==> config.mk <==
export PLATFORM = sky130hd
export DESIGN_NAME = multicycle_main_control_flat
export DESIGN_NICKNAME = d
export VERILOG_FILES = /design/src/rtl/multicycle_main_control_pkg.sv /design/src/rtl/multicycle_main_control_if.sv /design/src/rtl/multicycle_main_control_rom.sv /design/src/rtl/multicycle_main_control.sv /design/src/flat_wrapper.sv
export SDC_FILE = /design/constraint.sdc
export NUM_CORES = 1
export LEC_CHECK = 0
export ABC_AREA = 1
export ABC_CLOCK_PERIOD_IN_PS = 1500
export CORE_MARGIN = 2
export CORE_UTILIZATION = 43
export CTS_BUF_LIST = sky130_fd_sc_hd__clkbuf_8 sky130_fd_sc_hd__clkbuf_16
export CTS_CLUSTER_DIAMETER = 200
export CTS_CLUSTER_SIZE = 14
export DETAILED_ROUTE_END_ITERATION = 8
export MAX_ROUTING_LAYER = met4
export PLACE_DENSITY = 0.76
export SETUP_SLACK_MARGIN = 0.05
export SLEW_MARGIN = 20
export SYNTH_ARGS = -nofsm -noshare
export SYNTH_HDL_FRONTEND = slang
export SYNTH_SLANG_ARGS = --single-unit
==> constraint.sdc <==
create_clock -name clk -period 1.5 [get_ports clk]
set_clock_uncertainty 0.1 [all_clocks]
set_input_delay 0.3 -clock clk [delete_from_list [all_inputs] [get_ports clk]]
set_output_delay 0.3 -clock clk [all_outputs]
set_load 0.03 [all_outputs]
==> src/rtl/multicycle_main_control_pkg.sv <==
// Shared encodings for the multi-cycle MIPS main control: states, opcodes,
// ALU_op classes, mux select codes and the packed control word.
package multicycle_main_control_pkg;

  localparam logic [3:0] S_FETCH    = 4'd0;
  localparam logic [3:0] S_DECODE   = 4'd1;
  localparam logic [3:0] S_MEM_ADDR = 4'd2;
  localparam logic [3:0] S_MEM_RD   = 4'd3;
  localparam logic [3:0] S_MEM_WB   = 4'd4;
  localparam logic [3:0] S_MEM_WR   = 4'd5;
  localparam logic [3:0] S_EXEC_R   = 4'd6;
  localparam logic [3:0] S_WB_R     = 4'd7;
  localparam logic [3:0] S_BRANCH   = 4'd8;
  localparam logic [3:0] S_JUMP     = 4'd9;
  localparam logic [3:0] S_EXEC_I   = 4'd10;
  localparam logic [3:0] S_WB_I     = 4'd11;

  localparam logic [5:0] OP_RTYPE = 6'b000000;
  localparam logic [5:0] OP_LW    = 6'b100011;
  localparam logic [5:0] OP_SW    = 6'b101011;
  localparam logic [5:0] OP_BEQ   = 6'b000100;
  localparam logic [5:0] OP_J     = 6'b000010;
  localparam logic [5:0] OP_ADDI  = 6'b001000;
  localparam logic [5:0] OP_ANDI  = 6'b001100;
  localparam logic [5:0] OP_ORI   = 6'b001101;

  localparam logic [1:0] ALUOP_ADD   = 2'b00;
  localparam logic [1:0] ALUOP_SUB   = 2'b01;
  localparam logic [1:0] ALUOP_FIELD = 2'b10;

  localparam logic [1:0] SRCB_B      = 2'b00;
  localparam logic [1:0] SRCB_FOUR   = 2'b01;
  localparam logic [1:0] SRCB_IMM    = 2'b10;
  localparam logic [1:0] SRCB_IMM_SH = 2'b11;

  localparam logic [1:0] PCSRC_ALU    = 2'b00;
  localparam logic [1:0] PCSRC_ALUOUT = 2'b01;
  localparam logic [1:0] PCSRC_JUMP   = 2'b10;

  typedef struct packed {
    logic       pc_write;
    logic       pc_write_cond;
    logic       i_or_d;
    logic       mem_read;
    logic       mem_write;
    logic       ir_write;
    logic       reg_dst;
    logic       reg_write;
    logic       mem_to_reg;
    logic       alu_src_a;
    logic [1:0] alu_src_b;
    logic [1:0] alu_op;
    logic       alu_inst_sel;
    logic [1:0] pc_source;
    logic       illegal_op;
  } ctrl_t;

  function automatic logic is_known_op(input logic [5:0] op);
    case (op)
      OP_RTYPE, OP_LW, OP_SW, OP_BEQ, OP_J, OP_ADDI, OP_ANDI, OP_ORI: is_known_op = 1'b1;
      default: is_known_op = 1'b0;
    endcase
  endfunction

  // Unknown opcodes fall back to FETCH whether or not they are trapped.
  function automatic logic [3:0] decode_target(input logic [5:0] op);
    case (op)
      OP_RTYPE:                 decode_target = S_EXEC_R;
      OP_LW, OP_SW:             decode_target = S_MEM_ADDR;
      OP_BEQ:                   decode_target = S_BRANCH;
      OP_J:                     decode_target = S_JUMP;
      OP_ADDI, OP_ANDI, OP_ORI: decode_target = S_EXEC_I;
      default:                  decode_target = S_FETCH;
    endcase
  endfunction

endpackage

==> src/rtl/multicycle_main_control_if.sv <==
// Control bundle between the main control FSM (master) and the datapath /
// ALU decoder (slave).
interface multicycle_main_control_if;
  logic [5:0] opcode;
  logic       mem_ready;
  logic       pc_write;
  logic       pc_write_cond;
  logic       i_or_d;
  logic       mem_read;
  logic       mem_write;
  logic       ir_write;
  logic       reg_dst;
  logic       reg_write;
  logic       mem_to_reg;
  logic       alu_src_a;
  logic [1:0] alu_src_b;
  logic [1:0] alu_op;
  logic       alu_inst_sel;
  logic [1:0] pc_source;
  logic       illegal_op;
  logic [3:0] state_o;

  modport master (
    input  opcode, mem_ready,
    output pc_write, pc_write_cond, i_or_d, mem_read, mem_write, ir_write,
           reg_dst, reg_write, mem_to_reg, alu_src_a, alu_src_b, alu_op,
           alu_inst_sel, pc_source, illegal_op, state_o
  );

  modport slave (
    output opcode, mem_ready,
    input  pc_write, pc_write_cond, i_or_d, mem_read, mem_write, ir_write,
           reg_dst, reg_write, mem_to_reg, alu_src_a, alu_src_b, alu_op,
           alu_inst_sel, pc_source, illegal_op, state_o
  );
endinterface

==> src/rtl/multicycle_main_control_rom.sv <==
// control_output_rom: purely combinational map from current state (plus the
// live/latched opcode and effective mem_ready) to the control word.
module control_output_rom
  import multicycle_main_control_pkg::*;
#(
  parameter bit TRAP_ILLEGAL = 1'b1
) (
  input  logic [3:0] state_i,
  input  logic [5:0] op_live_i,
  input  logic [5:0] op_lat_i,
  input  logic       mem_ready_i,
  output ctrl_t      ctrl_o
);

  // Moore decode; only the FETCH IR/PC loads and DECODE trap look at inputs.
  always_comb begin
    ctrl_o = '0;
    case (state_i)
      S_FETCH: begin
        ctrl_o.mem_read  = 1'b1;
        ctrl_o.alu_src_b = SRCB_FOUR;
        ctrl_o.alu_op    = ALUOP_ADD;
        ctrl_o.pc_source = PCSRC_ALU;
        ctrl_o.ir_write  = mem_ready_i;
        ctrl_o.pc_write  = mem_ready_i;
      end
      S_DECODE: begin
        ctrl_o.alu_src_b = SRCB_IMM_SH;
        ctrl_o.alu_op    = ALUOP_ADD;
        if (TRAP_ILLEGAL && !is_known_op(op_live_i)) begin
          ctrl_o.illegal_op = 1'b1;
        end else begin
          ctrl_o.illegal_op = 1'b0;
        end
      end
      S_MEM_ADDR: begin
        ctrl_o.alu_src_a = 1'b1;
        ctrl_o.alu_src_b = SRCB_IMM;
        ctrl_o.alu_op    = ALUOP_ADD;
      end
      S_MEM_RD: begin
        ctrl_o.mem_read = 1'b1;
        ctrl_o.i_or_d   = 1'b1;
      end
      S_MEM_WB: begin
        ctrl_o.reg_write  = 1'b1;
        ctrl_o.mem_to_reg = 1'b1;
      end
      S_MEM_WR: begin
        ctrl_o.mem_write = 1'b1;
        ctrl_o.i_or_d    = 1'b1;
      end
      S_EXEC_R: begin
        ctrl_o.alu_src_a    = 1'b1;
        ctrl_o.alu_src_b    = SRCB_B;
        ctrl_o.alu_op       = ALUOP_FIELD;
        ctrl_o.alu_inst_sel = 1'b0;
      end
      S_WB_R: begin
        ctrl_o.reg_write = 1'b1;
        ctrl_o.reg_dst   = 1'b1;
      end
      S_EXEC_I: begin
        ctrl_o.alu_src_a = 1'b1;
        ctrl_o.alu_src_b = SRCB_IMM;
        // andi/ori let the ALU decoder see the opcode; addi is a plain add.
        if ((op_lat_i == OP_ANDI) || (op_lat_i == OP_ORI)) begin
          ctrl_o.alu_op       = ALUOP_FIELD;
          ctrl_o.alu_inst_sel = 1'b1;
        end else begin
          ctrl_o.alu_op       = ALUOP_ADD;
          ctrl_o.alu_inst_sel = 1'b0;
        end
      end
      S_WB_I: begin
        ctrl_o.reg_write = 1'b1;
      end
      S_BRANCH: begin
        ctrl_o.alu_src_a     = 1'b1;
        ctrl_o.alu_src_b     = SRCB_B;
        ctrl_o.alu_op        = ALUOP_SUB;
        ctrl_o.pc_write_cond = 1'b1;
        ctrl_o.pc_source     = PCSRC_ALUOUT;
      end
      S_JUMP: begin
        ctrl_o.pc_write  = 1'b1;
        ctrl_o.pc_source = PCSRC_JUMP;
      end
      default: ctrl_o = '0;
    endcase
  end

endmodule

==> src/rtl/multicycle_main_control.sv <==
// Main control FSM of the multi-cycle MIPS datapath: state/opcode registers,
// next-state logic and reset gating of the control word.
module multicycle_main_control
  import multicycle_main_control_pkg::*;
#(
  parameter bit MEM_HANDSHAKE = 1'b1,
  parameter bit TRAP_ILLEGAL  = 1'b1
) (
  input  logic                          clk,
  input  logic                          rst,
  multicycle_main_control_if.master     bus
);

  logic [3:0] state_q, state_d;
  logic [5:0] op_q, op_d;
  logic       rdy_s;
  ctrl_t      ctrl_s;
  ctrl_t      ctrl_out_s;

  assign rdy_s = MEM_HANDSHAKE ? bus.mem_ready : 1'b1;

  control_output_rom #(
    .TRAP_ILLEGAL (TRAP_ILLEGAL)
  ) u_rom (
    .state_i     (state_q),
    .op_live_i   (bus.opcode),
    .op_lat_i    (op_q),
    .mem_ready_i (rdy_s),
    .ctrl_o      (ctrl_s)
  );

  // Next state; mem_ready only matters in the three memory-access states.
  always_comb begin
    state_d = S_FETCH;
    op_d    = op_q;
    case (state_q)
      S_FETCH:    state_d = rdy_s ? S_DECODE : S_FETCH;
      S_DECODE: begin
        state_d = decode_target(bus.opcode);
        op_d    = bus.opcode;
      end
      S_MEM_ADDR: state_d = (op_q == OP_SW) ? S_MEM_WR : S_MEM_RD;
      S_MEM_RD:   state_d = rdy_s ? S_MEM_WB : S_MEM_RD;
      S_MEM_WR:   state_d = rdy_s ? S_FETCH : S_MEM_WR;
      S_EXEC_R:   state_d = S_WB_R;
      S_EXEC_I:   state_d = S_WB_I;
      S_MEM_WB, S_WB_R, S_WB_I, S_BRANCH, S_JUMP: state_d = S_FETCH;
      default:    state_d = S_FETCH;
    endcase
  end

  // State and latched-opcode registers.
  always_ff @(posedge clk or posedge rst) begin
    if (rst) begin
      state_q <= S_FETCH;
      op_q    <= 6'd0;
    end else begin
      state_q <= state_d;
      op_q    <= op_d;
    end
  end

  // rst kills every strobe combinationally so nothing half-completes.
  always_comb begin
    if (rst) begin
      ctrl_out_s = '0;
    end else begin
      ctrl_out_s = ctrl_s;
    end
  end

  assign bus.pc_write      = ctrl_out_s.pc_write;
  assign bus.pc_write_cond = ctrl_out_s.pc_write_cond;
  assign bus.i_or_d        = ctrl_out_s.i_or_d;
  assign bus.mem_read      = ctrl_out_s.mem_read;
  assign bus.mem_write     = ctrl_out_s.mem_write;
  assign bus.ir_write      = ctrl_out_s.ir_write;
  assign bus.reg_dst       = ctrl_out_s.reg_dst;
  assign bus.reg_write     = ctrl_out_s.reg_write;
  assign bus.mem_to_reg    = ctrl_out_s.mem_to_reg;
  assign bus.alu_src_a     = ctrl_out_s.alu_src_a;
  assign bus.alu_src_b     = ctrl_out_s.alu_src_b;
  assign bus.alu_op        = ctrl_out_s.alu_op;
  assign bus.alu_inst_sel  = ctrl_out_s.alu_inst_sel;
  assign bus.pc_source     = ctrl_out_s.pc_source;
  assign bus.illegal_op    = ctrl_out_s.illegal_op;
  assign bus.state_o       = state_q;

endmodule

==> src/flat_wrapper.sv <==
// flat-port wrapper written by rule: the top's interface ports become plain ports
module multicycle_main_control_flat import multicycle_main_control_pkg::*;
#(
  parameter bit MEM_HANDSHAKE = 1'b1,
  parameter bit TRAP_ILLEGAL  = 1'b1
)
  (clk, rst, bus_opcode, bus_mem_ready, bus_pc_write, bus_pc_write_cond, bus_i_or_d, bus_mem_read, bus_mem_write, bus_ir_write, bus_reg_dst, bus_reg_write, bus_mem_to_reg, bus_alu_src_a, bus_alu_src_b, bus_alu_op, bus_alu_inst_sel, bus_pc_source, bus_illegal_op, bus_state_o);
  multicycle_main_control_if bus_i ();
  input  logic clk;
  input  logic rst;
  input wire logic [$bits(bus_i.opcode)-1:0] bus_opcode;
  input wire logic [$bits(bus_i.mem_ready)-1:0] bus_mem_ready;
  output wire logic [$bits(bus_i.pc_write)-1:0] bus_pc_write;
  output wire logic [$bits(bus_i.pc_write_cond)-1:0] bus_pc_write_cond;
  output wire logic [$bits(bus_i.i_or_d)-1:0] bus_i_or_d;
  output wire logic [$bits(bus_i.mem_read)-1:0] bus_mem_read;
  output wire logic [$bits(bus_i.mem_write)-1:0] bus_mem_write;
  output wire logic [$bits(bus_i.ir_write)-1:0] bus_ir_write;
  output wire logic [$bits(bus_i.reg_dst)-1:0] bus_reg_dst;
  output wire logic [$bits(bus_i.reg_write)-1:0] bus_reg_write;
  output wire logic [$bits(bus_i.mem_to_reg)-1:0] bus_mem_to_reg;
  output wire logic [$bits(bus_i.alu_src_a)-1:0] bus_alu_src_a;
  output wire logic [$bits(bus_i.alu_src_b)-1:0] bus_alu_src_b;
  output wire logic [$bits(bus_i.alu_op)-1:0] bus_alu_op;
  output wire logic [$bits(bus_i.alu_inst_sel)-1:0] bus_alu_inst_sel;
  output wire logic [$bits(bus_i.pc_source)-1:0] bus_pc_source;
  output wire logic [$bits(bus_i.illegal_op)-1:0] bus_illegal_op;
  output wire logic [$bits(bus_i.state_o)-1:0] bus_state_o;
  assign bus_i.opcode = bus_opcode;
  assign bus_i.mem_ready = bus_mem_ready;
  assign bus_pc_write = bus_i.pc_write;
  assign bus_pc_write_cond = bus_i.pc_write_cond;
  assign bus_i_or_d = bus_i.i_or_d;
  assign bus_mem_read = bus_i.mem_read;
  assign bus_mem_write = bus_i.mem_write;
  assign bus_ir_write = bus_i.ir_write;
  assign bus_reg_dst = bus_i.reg_dst;
  assign bus_reg_write = bus_i.reg_write;
  assign bus_mem_to_reg = bus_i.mem_to_reg;
  assign bus_alu_src_a = bus_i.alu_src_a;
  assign bus_alu_src_b = bus_i.alu_src_b;
  assign bus_alu_op = bus_i.alu_op;
  assign bus_alu_inst_sel = bus_i.alu_inst_sel;
  assign bus_pc_source = bus_i.pc_source;
  assign bus_illegal_op = bus_i.illegal_op;
  assign bus_state_o = bus_i.state_o;
  multicycle_main_control #(.MEM_HANDSHAKE(MEM_HANDSHAKE), .TRAP_ILLEGAL(TRAP_ILLEGAL)) u_core (.clk(clk), .rst(rst), .bus(bus_i));
endmodule
==> results.md, run 1 <==
* Status: stopped before the end
* Exit stage: global routing (5_1_grt)
* First Err: [ERROR DPL-0038] Utilization greater than 100%, impossible to legalize
* Die width at 47.3 um
* H-tree levels at 1
* I/O Pins at 31
* Syn nets at 142
* Yosys reg bits at 10
* Post-synthesis cell area at around 800 um^2
* Initial Util at a little under half
* # placed instances at 221
* Post-Synthesis Cells at roughly 130
* Largest net degree at the start of global routing at 11
* Register area share after synthesis at 31.1%
* Max clock buf depth at 2
* HPWL after detailed placement at 2140 um
* Root Buffer: clkbuf_8
* Avg Cell Area, Syn at 6.05 um^2
* Std-Cell Rows at 15
* Syn. warnings at 0
* Synth cell types at 20
* Gp weighted congestion at 0.874
* Worst setup endpoint GRT: bus_alu_src_b[1]
* Port Buffer Count at 30
* Total CTS buffers at 3
* DIE HEIGHT at 47.3 um
* CTS sink cnt at 10
* Worst endpoint type: output port
## cells in the mapped netlist
| library cell | number | share of area [%] |
|---|---|---|
| nand2_1 | 36 | 17 |
| nor2_1 | 29 | 14 |
| inv_1 | 16 | 7.5 |
| nand3_1 | 14 | 8.7 |
| dfrtp_1 | 10 | 31 |
| a21oi_1 | 6 | 3.7 |
| o21ai_2 | 4 | 4.4 |
| nor3_1 | 3 | 1.9 |
| buf_4 | 2 | 1.9 |
| inv_2 | 2 | 0.93 |
| nor2_2 | 2 | 1.6 |
| a211oi_1 | 1 | 0.93 |
| a21oi_2 | 1 | 1.1 |
| buf_6 | 1 | 1.4 |
| clkbuf_1 | 1 | 0.47 |
| nand2_2 | 1 | 0.78 |
| nor2_4 | 1 | 1.4 |
| nor4_1 | 1 | 0.78 |
| o21ai_0 | 1 | 0.62 |
| o21ai_1 | 1 | 0.62 |
## repair_timing
action,4_1_cts
endpoints found under the hold margin,0
gates resized for setup,31
pin swaps,9
hold buffers,0
buffers inserted,1
setup endpoints to repair,19
## metrics by stage
stage                     hold slack, ns  TNS, ns  area, um^2  utilization [%]  setup WS [ns]
after floorplan                   0.0549    -1.71         952                -         -0.220
after global placement             0.367    -3.92        1470             84.2         -0.325
after CTS                          0.197    -4.53        1620             93.0         -0.298
after detailed placement           0.370    -4.35        1470             84.2         -0.398
## logic make-up after synthesis
kind of cell | count (synthesis) | synth area share, %
DFF | 10 | 31.1
buffers and inverters | 22 | 12.1
AOI/OAI and AO/OA | 14 | 11.4
and+or+nand+nor | 87 | 45.4
==> run 2: changes to the inputs <==
--- a/config.mk
+++ b/config.mk
@@ -7,15 +7,10 @@
 export LEC_CHECK = 0
 export ABC_AREA = 1
 export ABC_CLOCK_PERIOD_IN_PS = 1500
-export CORE_MARGIN = 2
-export CORE_UTILIZATION = 43
-export CTS_BUF_LIST = sky130_fd_sc_hd__clkbuf_8 sky130_fd_sc_hd__clkbuf_16
-export CTS_CLUSTER_DIAMETER = 200
-export CTS_CLUSTER_SIZE = 14
+export CORE_AREA = 2 2 63 65
 export DETAILED_ROUTE_END_ITERATION = 8
-export MAX_ROUTING_LAYER = met4
-export PLACE_DENSITY = 0.76
-export SETUP_SLACK_MARGIN = 0.05
+export DIE_AREA = 0 0 65 67
+export PLACE_DENSITY_LB_ADDON = 0.15
 export SLEW_MARGIN = 20
 export SYNTH_ARGS = -nofsm -noshare
 export SYNTH_HDL_FRONTEND = slang
==> run 2 against run 1 <==
The flow now finishes, with violations (negative setup slack). Synthesized cell count unchanged. Synthesized area is the same.
==> results.md, run 2 <==
* Post-Synthesis Cells at 133
* Final Hold Fails at 0
* Vias post-DR at around 1100
* Initial antenna violation count at 0
* Startpoint types: flip-flop
* I/O Pins at 31
* DR DRC count at 0
* Port Buffer Count at 30
* Nets at 210
* Routing usage on met1 at 16.3%
* VDD IR max at 662 uV
* Reg2reg start: u_core.bus.state_o[3]$_DFF_PP0_
* DIE HEIGHT at about 67 um
* Most common library cells after synthesis: 36 x nand2_1, 29 x nor2_1, 16 x inv_1, 14 x nand3_1, 10 x dfrtp_1
* GR Util met2 at 23.5%
* Gp weighted congestion at around 0.84
* Tcrit/Tclk final at 121%
* Post-route minimum period at between 1.5 and 2 ns
* Syn. warnings at 0
* Biggest register: u_core.op_q
* Antenna-violating nets left at 0
* Vias in the first global route at between 1000 and 1500
* Critical path fanouts, max at 5
* CP Launch Point: u_core.bus.state_o[3]$_DFF_PP0_
* Total GRT Usage at 13.1%
* Gr ovfl total at 0
* Commonest non-fill, non-tap cells in the layout: 35 x buf_4, 29 x nand2_1, 23 x buf_6
* Initial Util at 22.3%
* # placed instances at 241
* Area leader, netlist: dfrtp_1
* Leakage Power at 0.843 nW
* Unrepaired setup endpoints after global routing: yes
* Total Power at ~2.6 mW
* Hold/Removal Path Class: in2async
* Crit path DAT at roughly 1.4 ns
* N_diodes at 0
* CTS tree: yes
* Commonest non-fill, non-tap cell in the layout: buf_4
* Synth top area cells: dfrtp_1 31%, nand2_1 17%, nor2_1 14%
* H-tree levels at 1
* Max clock buf depth at 2
* Final Slew Violations at 0
* HPWL after detailed placement at ~2100 um
* Hold-fix buffers, CTS at 0
* Register area share after synthesis at between 30% and 40%
* Layout area overhead at 117%
* FFs w/ async S/R, synth at 100%
* P per Cell Area at 1460 nW/um^2
* Final setup vio count at 18
* Failing checks: negative setup slack
* Drt first pass iters at 4
* Seq. cell area at 255 um^2
* Root Buffer: clkbuf_8
* CTS sink cnt at 10
* Crit path setup slack, layout at -0.311 ns
* Global-route wire length before repair at 4460 um
* Syn nets at between 100 and 150
* Core Area at roughly 3600 um^2
* Post-synthesis cell area at about 800 um^2
* Die width at roughly 65 um
* Synth cell types at 20
* Vias per cell at 4.28
* Status: complete, but fails checks
* Worst r2r path cells at 7
* Max Freq at 0.552 GHz
* Post-synth EDFFs at 0
* Total wire length at 2660 um
* Largest net degree at the start of global routing at 11
* Drt first-iter violations at 16
* Slew headroom at between 80% and 90%
* Reg2Reg Setup Slack at around 0.090 ns
* Layout Cells excl Fill at roughly 250
* Most numerous cell in the Yosys netlist: nand2_1
* DIE AREA at 4360 um^2
* Crit Path Class: reg2out
* Worst-margin pin slew at about 0.23 ns
* Total CTS buffers at 3
* Share of cells above drive strength 1 at 60.5%
* Largest register FFs at 6
* Main synth FF type: dfrtp_1
* Critical R2R Capture: u_core.bus.state_o[3]$_DFF_PP0_
* Fill cell count at 349
* Multi-input logic area at 684 um^2
* Average wire per standard cell at 10.7 um
* CP required at between 1 and 1.5 ns
* Std-Cell Rows at 22
* Clock Latency Late Sink at 0.23 ns
* Avg Cell Area, Syn at 6.05 um^2
* Clock Pin Slew Worst Setup and Hold Paths at around 0.05 ns
* Worst setup EP type: primary output
* Yosys reg bits at 10
* Max_cap viols at 0
* Synth top area share at 31.1%
* GR Util met3 at 0.676%
* Most Crowded Layer GR: met2
-- run 2: cell counts after synthesis --
No cell type changed its count.
-- run 2: cell type report --
| class | instances | share of cell area (%) |
|---|---|---|
| inverters | 18 | 4.15 |
| clock buffers | 4 | 3.15 |
| multi-input cells | 101 | 39.2 |
| well taps | 48 | 3.44 |
| flip-flops and latches | 10 | 14.6 |
| repair buffers | 67 | 35.5 |
-- run 2: kinds of logic (layout without fill, tap and decap cells) --
group / Yosys count / count (layout) / share of synthesized area (%)
AOI/OAI and AO/OA: 14 / 14 / 11.4
DFF: 10 / 10 / 31.1
buffers and inverters: 22 / 89 / 12.1
and+or+nand+nor: 87 / 87 / 45.4
-- run 2: per-stage QoR --
stage / TNS [ns] / worst slack [ns] / instance area, um^2 / utilization (%) / hold slack (ns)
after floorplan: -1.71 / -0.220 / 952 / - / 0.0549
after global placement: -4.42 / -0.330 / 1490 / 41.3 / 0.371
after detailed placement: -4.74 / -0.402 / 1490 / 41.3 / 0.371
after CTS: -4.46 / -0.299 / 1710 / 47.3 / 0.309
after global routing: -5.69 / -0.381 / 1750 / 48.5 / 0.335
final: -4.38 / -0.311 / 1750 / 48.5 / 0.306
-- run 2: metal layers --
layer / up-vias / wire (um) / share of wire [%]
li1: 553 / - / -
met1: 479 / 1180 / 44
met2: 27 / 1320 / 50
met3: 2 / 122 / 4.6
met4: 0 / 34 / 1.3
met5: - / 0 / 0
-- run 2: worst max-delay path: stages (launching register included) --
cell     delay [ns]
dfrtp_2        0.46
nor2_4         0.18
nand2_2        0.10
nor2_2         0.12
nand3_2        0.10
nor2_4         0.09
buf_6          0.13
-- run 2: worst max-delay path by stage --
| stage | to | cells past startpoint | slack [ns] |
|---|---|---|---|
| final | bus_illegal_op | 6 | -0.31 |
| after global routing | bus_alu_src_b[1] | 7 | -0.38 |
| after detailed placement | bus_illegal_op | 6 | -0.40 |
| after floorplan | bus_alu_op[0] | 4 | -0.22 |
| after global placement | bus_illegal_op | 6 | -0.33 |
| after CTS | bus_alu_src_b[1] | 7 | -0.30 |
-- run 2: timing repair --
action,CTS,global route
setup endpoints to repair,18,18
gates resized for setup,43,10
buffers inserted,2,1
pin swaps,13,2
-- run 2: power by group --
part           switching (mW)  leakage (nW)  internal, mW
clock network           0.104        0.0288         0.231
logic                   0.947         0.693         0.775
registers               0.104         0.121         0.389
total                    1.16         0.843          1.40
(Power assumes the default switching activity.)
==> run 3: changes to the inputs <==
--- a/config.mk
+++ b/config.mk
@@ -11,7 +11,6 @@
 export DETAILED_ROUTE_END_ITERATION = 8
 export DIE_AREA = 0 0 65 67
 export PLACE_DENSITY_LB_ADDON = 0.15
-export SLEW_MARGIN = 20
 export SYNTH_ARGS = -nofsm -noshare
 export SYNTH_HDL_FRONTEND = slang
 export SYNTH_SLANG_ARGS = --single-unit
==> results of run 3 <==
The final DEF is identical to that of run 2; final timing and power are the same.
==> run 4: changes to the inputs <==
--- a/config.mk
+++ b/config.mk
@@ -8,9 +8,11 @@
 export ABC_AREA = 1
 export ABC_CLOCK_PERIOD_IN_PS = 1500
 export CORE_AREA = 2 2 63 65
+export CTS_CLUSTER_SIZE = 24
 export DETAILED_ROUTE_END_ITERATION = 8
 export DIE_AREA = 0 0 65 67
 export PLACE_DENSITY_LB_ADDON = 0.15
+export SKIP_CTS_REPAIR_TIMING = 1
 export SYNTH_ARGS = -nofsm -noshare
 export SYNTH_HDL_FRONTEND = slang
 export SYNTH_SLANG_ARGS = --single-unit
==> run 4 against run 3 <==
The flow still finishes with violations (negative setup slack). Worst hold slack got worse by 0.083 ns. Die area unchanged. Power decreased by 5.5%. Clock power about the same. Via count decreased by 2.2%. Sequential share of layout area increased by 0.68 points. Global-route usage decreased by 0.79 points. Final area decreased by 4.4%. Clock-buffer cell count unchanged. Sequential cell count unchanged. Non-clock buffer count decreased by 3. Largest cell class unchanged.
==> results.md, run 4 (synthesized netlist as in run 2, its figures left out) <==
* Initial antenna violation count at 0
* Crit path max-delay family: simple AND/OR/NAND/NOR gates
* DIE AREA at 4360 um^2
* Initial Util at 22.3%
* DIE HEIGHT at 67 um
* Final setup vio count at 18
* VDD IR max at 609 uV
* Sequential power share at 20.3%
* Crit-path max cell delay at 0.46 ns
* Global-route wire length before repair at between 4000 and 5000 um
* Crit path setup slack, layout at -0.300 ns
* Port Buffer Count at 30
* Slew headroom at 82.5%
* Tcrit/Tclk final at 120%
* Total net switching power at about 1.1 mW
* Placed Area at 1490 um^2
* Sw Share at between 40% and 50%
* H-tree levels at 1
* Worst setup EP type: primary output
* Leakage Power at 0.817 nW
* Total Power at 2.41 mW
* Largest net degree at the start of global routing at 11
* Core Area at 3610 um^2
* Worst-margin pin slew at 0.261 ns
* Gr ovfl total at 0
* Root Buffer: clkbuf_8
* Share of cells above drive strength 1 at 56.3%
* HPWL after detailed placement at 2140 um
* Post-route minimum period at 1.80 ns
* Hold/Removal Path Class: in2async
* Max clock buf depth at 2
* Internal power at 1.30 mW
* Fill cell count at 359
* Unrepaired setup endpoints after global routing: yes
* Drt first-iter violations at 20
* Total wire length at roughly 2600 um
* Final Hold Fails at 0
* Die width at 65 um
* Fin util at 46.3%
* Crit path top cell by count: nor2_4
* Crit path DAT at roughly 1.4 ns
* CTS tree: yes
* Startpoint types: flip-flop
* DR DRC count at 0
* Average wire per standard cell at 10.5 um
* Total GRT Usage at 12.3%
* Largest register FFs at 6
* Worst path cell trace: nor2_4 -> nand2_4 -> nor2_4 -> nand3_2 -> nor2_4 -> buf_6
* Clk network pwr share at about 14%
* Commonest non-fill, non-tap cell in the layout: buf_4
* Critical path fanouts, max at 5
* Max Freq at 0.556 GHz
* Final Slew Violations at 0
* P per Cell Area at 1440 nW/um^2
* Gp weighted congestion at 0.840
* CTS sink cnt at 10
* CP required at 1.10 ns
* Max_cap viols at 0
* Comb pwr share at 65.9%
* Status: complete, but fails checks
* Nets at roughly 210
* Buffers & Inverters on Critical Path at 1
* Layout area overhead at 108%
* Slowest CP cell: dfrtp_2
* Antenna-violating nets left at 0
* I/O Pins at 31
* Biggest register: u_core.op_q
* Total CTS buffers at 3
* Crit Path Class: reg2out
* Commonest non-fill, non-tap cells in the layout: 40 x buf_4, 33 x nand2_1, 17 x nor2_1
* Drt first pass iters at 4
* N_diodes at 0
* Failing checks: negative setup slack
* Vias post-DR at 1038
* Clock Latency Late Sink at roughly 0.23 ns
* Clock Pin Slew Worst Setup and Hold Paths at 0.05 ns
* Cell area after layout at about 1700 um^2
* Vias in the first global route at 978
* Vias per cell at 4.24
* Std-Cell Rows at 22
-- run 4: cell count changes in the layout (fill, tap and decap cells not counted), sizes merged --
| cell | change |
|---|---|
| dlymetal6s2s | +2 |
| buf | -3 |
| dlygate4sd2 | -1 |
| clkdlybuf4s50 | -1 |
-- run 4: power by group through the flow --
stage | Sequential [mW] | Combinational (mW) | Clock, mW
2_1_floorplan | 0.557 | 0.821 | 0
3_3_place_gp | 0.485 | 1.44 | 0
3_5_place_dp | 0.487 | 1.44 | 0
4_1_cts | 0.484 | 1.45 | 0.340
5_1_grt | 0.506 | 1.73 | 0.358
6_report | 0.488 | 1.59 | 0.334
-- run 4: worst register-to-register path: stages (launching register included) --
cell     delay, ns
dfrtp_2       0.46
nor2_4        0.19
buf_4         0.15
nand2_2       0.07
buf_4         0.13
o21ai_1       0.11
nor2_1        0.07
nand2_1       0.06
-- run 4: through the flow --
step | worst slack, ns | hold slack (ns) | TNS [ns] | instances
6_report | -0.300 | 0.224 | -4.71 | 245
5_1_grt | -0.360 | 0.262 | -5.97 | 245
4_1_cts | -0.407 | 0.385 | -5.31 | 245
3_5_place_dp | -0.402 | 0.371 | -4.74 | 241
3_3_place_gp | -0.330 | 0.371 | -4.42 | 241
2_1_floorplan | -0.220 | 0.0549 | -1.71 | 133
-- run 4: per-layer routing --
metal | wire length, um | GRT usage [%]
met4 | 34 | 6.12
met2 | 1280 | 21.3
met5 | 0 | 0
met1 | 1150 | 15.6
met3 | 116 | 0.676
-- run 4: final timing paths --
kind | from | end | slack, ns | depth (start not counted)
max | u_core.bus.state_o[3]$_DFF_PP0_ | bus_illegal_op | -0.30 | 6
min | rst | u_core.bus.state_o[1]$_DFF_PP0_ | 0.22 | 4
max reg2reg | u_core.bus.state_o[3]$_DFF_PP0_ | u_core.bus.state_o[2]$_DFF_PP0_ | 0.09 | 7
min reg2reg | u_core.op_q[0]$_DFFE_PP0P_ | u_core.op_q[0]$_DFFE_PP0P_ | 0.38 | 2
max in group asynchronous | rst | u_core.bus.state_o[2]$_DFF_PP0_ | 0.92 | 4
min in group clk | u_core.op_q[0]$_DFFE_PP0P_ | u_core.op_q[0]$_DFFE_PP0P_ | 0.38 | 2
-- run 4: final cells by class --
type	count	area (um^2)	area share [%]
Timing Repair Buffer	64	574	34.4
Sequential cell	10	255	15.3
Tap cell	48	60.1	3.60
Inverter	18	72.6	4.34
Clock buffer	4	55.1	3.30
Multi-Input combinational cell	101	653	39.1
